## config.mk

```make
export PLATFORM = sky130hd
export DESIGN_NAME = mem_port_arbiter
export DESIGN_NICKNAME = d
export VERILOG_FILES = /design/src/rtl/proc_pkg.sv /design/src/rtl/arb_starve_cnt.sv /design/src/rtl/mem_port_arbiter.sv
export SDC_FILE = /design/constraint.sdc
export NUM_CORES = 1
export LEC_CHECK = 0
export CORE_MARGIN = 10
export CORE_UTILIZATION = 20
export CTS_CLUSTER_SIZE = 14
export DETAILED_ROUTE_END_ITERATION = 10
export GPL_TIMING_DRIVEN = 0
export PLACE_DENSITY = 0.84
export SYNTH_ARGS = -nofsm -noshare
export SYNTH_HDL_FRONTEND = slang
export SYNTH_SLANG_ARGS = --single-unit
```

## constraint.sdc

```tcl
create_clock -name clk -period 2 [get_ports clk]
set_input_delay 0.4 -clock clk [delete_from_list [all_inputs] [get_ports clk]]
set_output_delay 0.4 -clock clk [all_outputs]
set_load 0.01 [all_outputs]
```

## src/rtl/proc_pkg.sv

```systemverilog
`default_nettype none
// +-----------------------------------------------------------------------+
// | proc_pkg                                                              |
// | Shared defaults and owner encoding for the memory port arbiter.       |
// | Rev 1.0 - initial release                                             |
// +-----------------------------------------------------------------------+
package proc_pkg;

  localparam int c_addr_w   = 12;
  localparam int c_data_w   = 32;
  localparam int c_max_wait = 4;

  typedef enum logic [1:0] {
    OWN_NONE = 2'd0,
    OWN_IF   = 2'd1,
    OWN_DU   = 2'd2
  } owner_t;

  function automatic int cnt_width(input int max_val);
    return (max_val < 1) ? 1 : $clog2(max_val + 1);
  endfunction

endpackage
`default_nettype wire

```

## src/rtl/arb_starve_cnt.sv

```systemverilog
`default_nettype none
// +-----------------------------------------------------------------------+
// | arb_starve_cnt                                                        |
// | Saturating denial counter with clear, freeze and saturation flag.     |
// | Rev 1.0 - initial release                                             |
// +-----------------------------------------------------------------------+
module arb_starve_cnt
  import proc_pkg::*;
#(
  parameter int MAX_WAIT = c_max_wait
) (
  input  logic clk,
  input  logic rst_n,
  input  logic inc,
  input  logic clr,
  input  logic freeze,
  output logic sat
);

  localparam int                 c_cnt_w = cnt_width(MAX_WAIT);
  localparam logic [c_cnt_w-1:0] c_max   = c_cnt_w'(MAX_WAIT);

  logic [c_cnt_w-1:0] r_cnt;

  // Freeze outranks clear so a locked DU burst does not reset IF's history.
  always_ff @(posedge clk) begin
    if (!rst_n) begin
      r_cnt <= '0;
    end else if (!freeze) begin
      if (clr) begin
        r_cnt <= '0;
      end else if (inc && (r_cnt != c_max)) begin
        r_cnt <= r_cnt + c_cnt_w'(1);
      end
    end
  end

  assign sat = (r_cnt == c_max);

endmodule
`default_nettype wire

```

## src/rtl/mem_port_arbiter.sv

```systemverilog
`default_nettype none
// +-----------------------------------------------------------------------+
// | mem_port_arbiter                                                      |
// | Shares one single-port memory between IF (reads) and DU (load/store). |
// | Optional macro ARB_ROUND_ROBIN_EN: alternate winner on contention.    |
// | Rev 1.0 - initial release                                             |
// +-----------------------------------------------------------------------+
module mem_port_arbiter
  import proc_pkg::*;
#(
  parameter int ADDR_W   = c_addr_w,
  parameter int DATA_W   = c_data_w,
  parameter int MAX_WAIT = c_max_wait
) (
  input  logic              clk,
  input  logic              rst_n,
  input  logic              if_req,
  input  logic [ADDR_W-1:0] if_addr,
  output logic              if_gnt,
  output logic              if_rvalid,
  output logic [DATA_W-1:0] if_rdata,
  input  logic              du_req,
  input  logic              du_we,
  input  logic [ADDR_W-1:0] du_addr,
  input  logic [DATA_W-1:0] du_wdata,
  input  logic              du_lock,
  output logic              du_gnt,
  output logic              du_rvalid,
  output logic [DATA_W-1:0] du_rdata,
  output logic              mem_en,
  output logic              mem_we,
  output logic [ADDR_W-1:0] mem_addr,
  output logic [DATA_W-1:0] mem_wdata,
  input  logic [DATA_W-1:0] mem_rdata
);

  logic   w_if_gnt;
  logic   w_du_gnt;
  logic   w_starve_sat;
  logic   w_if_turn;
  logic   r_lock_active;
  owner_t r_rd_tag;

`ifdef ARB_ROUND_ROBIN_EN
  owner_t r_last_win;

  always_ff @(posedge clk) begin
    if (!rst_n) begin
      r_last_win <= OWN_IF;
    end else if (w_if_gnt) begin
      r_last_win <= OWN_IF;
    end else if (w_du_gnt) begin
      r_last_win <= OWN_DU;
    end
  end

  assign w_if_turn = (r_last_win == OWN_DU);
`else
  assign w_if_turn = 1'b0;
`endif

  // Lock beats starvation, starvation beats the contention policy.
  always_comb begin
    w_if_gnt = 1'b0;
    w_du_gnt = 1'b0;
    if (rst_n) begin
      if (r_lock_active) begin
        w_du_gnt = du_req;
      end else if (w_starve_sat && if_req) begin
        w_if_gnt = 1'b1;
      end else if (if_req && du_req) begin
        w_if_gnt = w_if_turn;
        w_du_gnt = !w_if_turn;
      end else begin
        w_if_gnt = if_req;
        w_du_gnt = du_req;
      end
    end
  end

  arb_starve_cnt #(
    .MAX_WAIT (MAX_WAIT)
  ) u_starve_cnt (
    .clk    (clk),
    .rst_n  (rst_n),
    .inc    (if_req && !w_if_gnt),
    .clr    (w_if_gnt || !if_req),
    .freeze (r_lock_active),
    .sat    (w_starve_sat)
  );

  always_ff @(posedge clk) begin
    if (!rst_n) begin
      r_lock_active <= 1'b0;
      r_rd_tag      <= OWN_NONE;
    end else begin
      r_lock_active <= du_lock && (r_lock_active || w_du_gnt);
      if (w_if_gnt) begin
        r_rd_tag <= OWN_IF;
      end else if (w_du_gnt && !du_we) begin
        r_rd_tag <= OWN_DU;
      end else begin
        r_rd_tag <= OWN_NONE;
      end
    end
  end

  assign if_gnt    = w_if_gnt;
  assign du_gnt    = w_du_gnt;
  assign mem_en    = w_if_gnt || w_du_gnt;
  assign mem_we    = w_du_gnt && du_we;
  assign mem_addr  = w_if_gnt ? if_addr : (w_du_gnt ? du_addr : '0);
  assign mem_wdata = w_du_gnt ? du_wdata : '0;

  assign if_rvalid = (r_rd_tag == OWN_IF);
  assign du_rvalid = (r_rd_tag == OWN_DU);
  assign if_rdata  = if_rvalid ? mem_rdata : '0;
  assign du_rdata  = du_rvalid ? mem_rdata : '0;

endmodule
`default_nettype wire

```

Word level (Yosys, flattened, before mapping)
Cells that the tools add are included.
- register bits: 6
- bits of input ports: 94
- logic and storage cells: 44
- add/subtract/negate cells: 1
- bitwise operators: 2
- mux-type cells: 17
- equality and inequality tests: 4
- reductions and logical operators: 16
- operators by type and width (cell ; number):
    32-bit two-way mux ; 3
    12-bit two-way mux ; 2
    1-bit two-way mux ; 9
    1-bit logical AND ; 7
    3-bit two-way mux ; 2
    3-bit by 1-bit adder with 3-bit output (second input constant) ; 1
    3-bit == test (second input constant) ; 1
    1-bit logical NOT ; 3
    1-bit logical OR ; 3
    3-bit inequality test (second input constant) ; 1
    2-bit by 1-bit == test with 1-bit output (second input constant) ; 1
    2-bit == test (second input constant) ; 1
    2-bit two-way mux ; 1
    1-bit inverter ; 2
    2-bit AND reduction ; 1
    2-bit nonzero test ; 1
    2-bit OR reduction ; 1

Logic depth before layout (Yosys ltp)
- depth in word-level cells: 10
- gate-level depth with buffers: 7
- depth with buffers taken out: 5

By module
Synthesis repeated with hierarchy kept, for this count alone.
- cells, all modules: 161
- area total of the unflattened synthesis: 1137.3 um^2
- modules (own cells, without submodules) (module ; seq. area each (um^2) ; area each (um^2) ; instances ; cells an instance):
    mem_port_arbiter ; 60.1 ; 940.9 ; 1 ; 139
    arb_starve_cnt ; 60.1 ; 196.4 ; 1 ; 22

Worst setup path before layout
Ideal clock, no wire load.
- path type: register to output
- start: register u_starve_cnt.r_cnt[0]
- end: output port mem_addr[10]
- arrival: 1.348 ns
- buffers on the path: 1
- setup slack: 0.252 ns
- stages on the path, launching flop included: 7
- cell sequence: dfxtp_1 > inv_1 > ha_1 > nand2_1 > a211oi_4 > buf_6 > a22o_1
- elaborated cells on any way between the ends: 10
- classes of those cells: 1 x eq/ne; 8 x mux; 1 x reduce/logical
- RTL lines (item ; line ; source):
    start: declaration ; arb_starve_cnt.sv:23 ; logic [c_cnt_w-1:0] r_cnt;
    start signal: assignment ; arb_starve_cnt.sv:33 ; r_cnt <= r_cnt + c_cnt_w'(1);
    3-bit == test ; arb_starve_cnt.sv:38 ; assign sat = (r_cnt == c_max);
    1-bit logical AND ; mem_port_arbiter.sv:69 ; end else if (w_starve_sat && if_req) begin
    1-bit two-way mux ; mem_port_arbiter.sv:69 ;
    1-bit two-way mux ; mem_port_arbiter.sv:67 ; if (r_lock_active) begin
    1-bit two-way mux ; mem_port_arbiter.sv:66 ; if (rst_n) begin
    via if_gnt ; mem_port_arbiter.sv:19 ; output logic if_gnt,
    12-bit two-way mux ; mem_port_arbiter.sv:112 ; assign mem_addr = w_if_gnt ? if_addr : (w_du_gnt ? du_addr : '0);
    end: declaration ; mem_port_arbiter.sv:32 ; output logic [ADDR_W-1:0] mem_addr,
The timed path passes the listed nets, and every way through them passes these cells.

Worst setup path in the final report
- start: register u_starve_cnt.r_cnt[0]
- end: output port mem_wdata[3]
- word-level cells in the longest chain between the ends: 6
- ends and longest elaborated chain (item ; line ; source):
    3-bit == test ; arb_starve_cnt.sv:38 ;
    1-bit logical AND ; mem_port_arbiter.sv:69 ;
    1-bit two-way mux ; mem_port_arbiter.sv:69 ;
    1-bit two-way mux ; mem_port_arbiter.sv:67 ;
    1-bit two-way mux ; mem_port_arbiter.sv:66 ;
    32-bit two-way mux ; mem_port_arbiter.sv:113 ; assign mem_wdata = w_du_gnt ? du_wdata : '0;
    end: declaration ; mem_port_arbiter.sv:33 ; output logic [DATA_W-1:0] mem_wdata,
No other way between the ends.

==> flow_metrics.tcl <==
set metrics [dict create \
    root_buffer "clkbuf_8" \
    pwr-share-comb_pct 63.3 \
    ant_nets 0 \
    status "finished with violations" \
    required_ps 1600 \
    final_max_slew_viol_count 0 \
    post-route-period-util_pct 101 \
    antenna-diode-count 0 \
    layout_commonest_cell "clkdlybuf4s50_1" \
    vias 1975 \
    cp_data_arrival_time_ps 1630 \
    drv_cap 0 \
    die_height_um 94.4 \
    worst_pin_slew_ps 283 \
    max_stage_delay_ps 320 \
    slowest_stage "dfxtp_2" \
    ys_types 23 \
    fin_crit_ps 2030 \
    drive_above_1_share_pct 30.1 \
    fin_nets 483 \
    numCtsBuffers 3 \
    synth_area_leaders "and2_1 55%, dfxtp_1 11%, a22o_1 9.5%" \
    crit_path_end_kind "primary output" \
    drc 0 \
    synth_top_area_share_pct 54.8 \
    grt_overflow 0 \
    core_mm2 0.00544 \
    place_inst 434 \
    internal-power_uw 612 \
    worst_slew_margin_rel_pct 80.9 \
    yosys.area.top_type "and2_1" \
    netlist_area_mm2 0.00111 \
    powerDensity_mw_per_mm2 248 \
    cts.sinks 6 \
    dr.pass1.iters 4 \
    grt_usage_pct 16.4 \
    swShare_pct 29.2 \
    setup_slack_ps -28.1 \
    startpoint_type "register" \
    netlist_instances 156 \
    synth_warnings 0 \
    path_cells "inv_2 > ha_4 > nand2_4 > o211a_4 > buf_8 > buf_6 > and2_1 > buf_2" \
    die_area_mm2 0.00891 \
    final.setup.tns_ps -480 \
    syn-num-nets 252 \
    hold_class "input pin to register" \
    avgSynthCellArea_um2 7.10 \
    die_x_um 94.4 \
    grt_pass1_vias 2149 \
    cts_tree "built" \
    gp_congestion 0.851 \
    dp_hpwl_mm 7.00 \
    skew_ps 1.53 \
    top_level_ports 208 \
    initial_core_util_pct 20.4 \
    hold_depth 3 \
    cp_max_fo 7 \
    grt_pass1_wl_mm 11.6 \
    antenna_found_initial 0 \
    clkSlewWorstSetupHoldPaths_ps 40 \
    final_util_pct 64.0 \
    htree_levels 1 \
    wl_mm 8.19 \
    area_delta_synth_final_pct 214 \
    ys_ff_latch 6 \
    synth-seq-area-share_pct 10.8 \
    routedWlPerCell_um 17.9 \
    seqPwrFrac_pct 15.1 \
    crit_type "register to primary output" \
    finalHoldViolations 0 \
    drt-initial-drc-count 40 \
    clk_latency_ps 230 \
    instances_no_fill 457 \
    rsz0062_at_grt "true" \
    pwr-share-clk_pct 21.7 \
    grt_max_degree 11 \
    setup_viol 27 \
    fmaxAchievable_mhz 493 \
    io_buffers 206 \
    final_cell_mix "92 x clkdlybuf4s50_1, 78 x and2_1, 59 x dlygate4sd2_1" \
    netSwitchingPower_uw 252 \
    violations "negative setup slack" \
    num_rows 27 \
    clk_path_buf_depth 2 \
    vdd_drop_max_v 0.000264 \
    reg2reg_depth 6 \
    via_per_inst 4.32 \
    leakagePower_uw 0.00185 \
    dpl_worst_slack_ps -732 \
]
critical path, delay by kind of cell, from the launching register on:
kind | cells | cell delay (ps)
DFF | 1 | 320
and+or+nand+nor | 2 | 190
adders and majority gates | 1 | 150
buffers and inverters | 4 | 460
AOI/OAI and AO/OA | 1 | 290
sequential cells by signal, summed over array words and instances, names as in the netlist:
register            count
r_lock_active           1
r_rd_tag                2
u_starve_cnt.r_cnt      3
cells in the mapped netlist, drive strengths merged:
| library cell | count |
|---|---|
| and2 | 97 |
| inv | 3 |
| nand2 | 4 |
| a31oi | 1 |
| buf | 7 |
| o211a | 1 |
| nand2b | 1 |
| nand3 | 3 |
| a211oi | 2 |
| a22o | 12 |
| nor2b | 3 |
| nor2 | 2 |
| o41ai | 1 |
| ha | 2 |
| o22ai | 1 |
| nand4b | 1 |
| clkbuf | 6 |
| o31ai | 1 |
| or2 | 1 |
| dfxtp | 6 |
| a21oi | 1 |
logic make-up (layout without fill, tap and decap cells):
family / after synthesis / in the layout / synth area share, %
fa+ha+maj: 2 / 2 / 2.26
simple gates: 112 / 112 / 62.5
compound gates: 20 / 20 / 15.9
flops: 6 / 6 / 10.8
buf+inv: 16 / 245 / 8.47
final cells by class:
cell class	instances	area, um^2
timing repair buffer	226	2070
tap	72	90.1
inverter	3	11.3
sequential	6	124
buffer	13	159
clock buffer	3	41.3
multi-input combinational	134	983
fill	499	1960
per-layer routing:
metal	global-route usage (%)	part of all wire (%)	vias to the layer above
met5	0	0	-
met4	3.80	1.3	0
met3	6.82	11	9
met2	32.0	54	128
met1	15.4	33	874
li1	-	-	964
repair_timing:
| item | 4_1_cts | 5_1_grt |
|---|---|---|
| setup buffers | 14 | 4 |
| setup endpoints to repair | 114 | 53 |
| hold buffers | 0 | 0 |
| pin swaps | 18 | 16 |
| gates resized for setup | 314 | 40 |
| gates cloned | 3 | 0 |
stage by stage:
| step | hold WS, ps | total power [uW] | cell area, um^2 |
|---|---|---|---|
| 2_1_floorplan | 462 | 280 | 1110 |
| 3_3_place_gp | 473 | 641 | 3260 |
| 3_5_place_dp | 495 | 648 | 3260 |
| 4_1_cts | 480 | 848 | 3440 |
| 5_1_grt | 515 | 910 | 3480 |
| 6_report | 482 | 865 | 3480 |
power groups by stage:
stage	clock, uW	sequential, uW	combinational, uW
after floorplan	0	130	150
after global placement	0	131	510
after detailed placement	0	131	517
after CTS	186	130	531
after global routing	193	131	586
final	187	131	547
final timing paths:
| check | slack, ps | start | end |
|---|---|---|---|
| setup / recovery | -30 | u_starve_cnt.r_cnt[0]$_SDFFE_PN0P_ | mem_wdata[3] |
| hold / removal | 480 | rst_n | r_lock_active$_SDFF_PN0_ |
| setup reg to reg | 740 | u_starve_cnt.r_cnt[0]$_SDFFE_PN0P_ | r_rd_tag[1]$_SDFF_PP0_ |
| hold reg to reg | 550 | r_lock_active$_SDFF_PN0_ | u_starve_cnt.r_cnt[1]$_SDFFE_PN0P_ |
No activity file was read; power rests on OpenSTA's default activity.
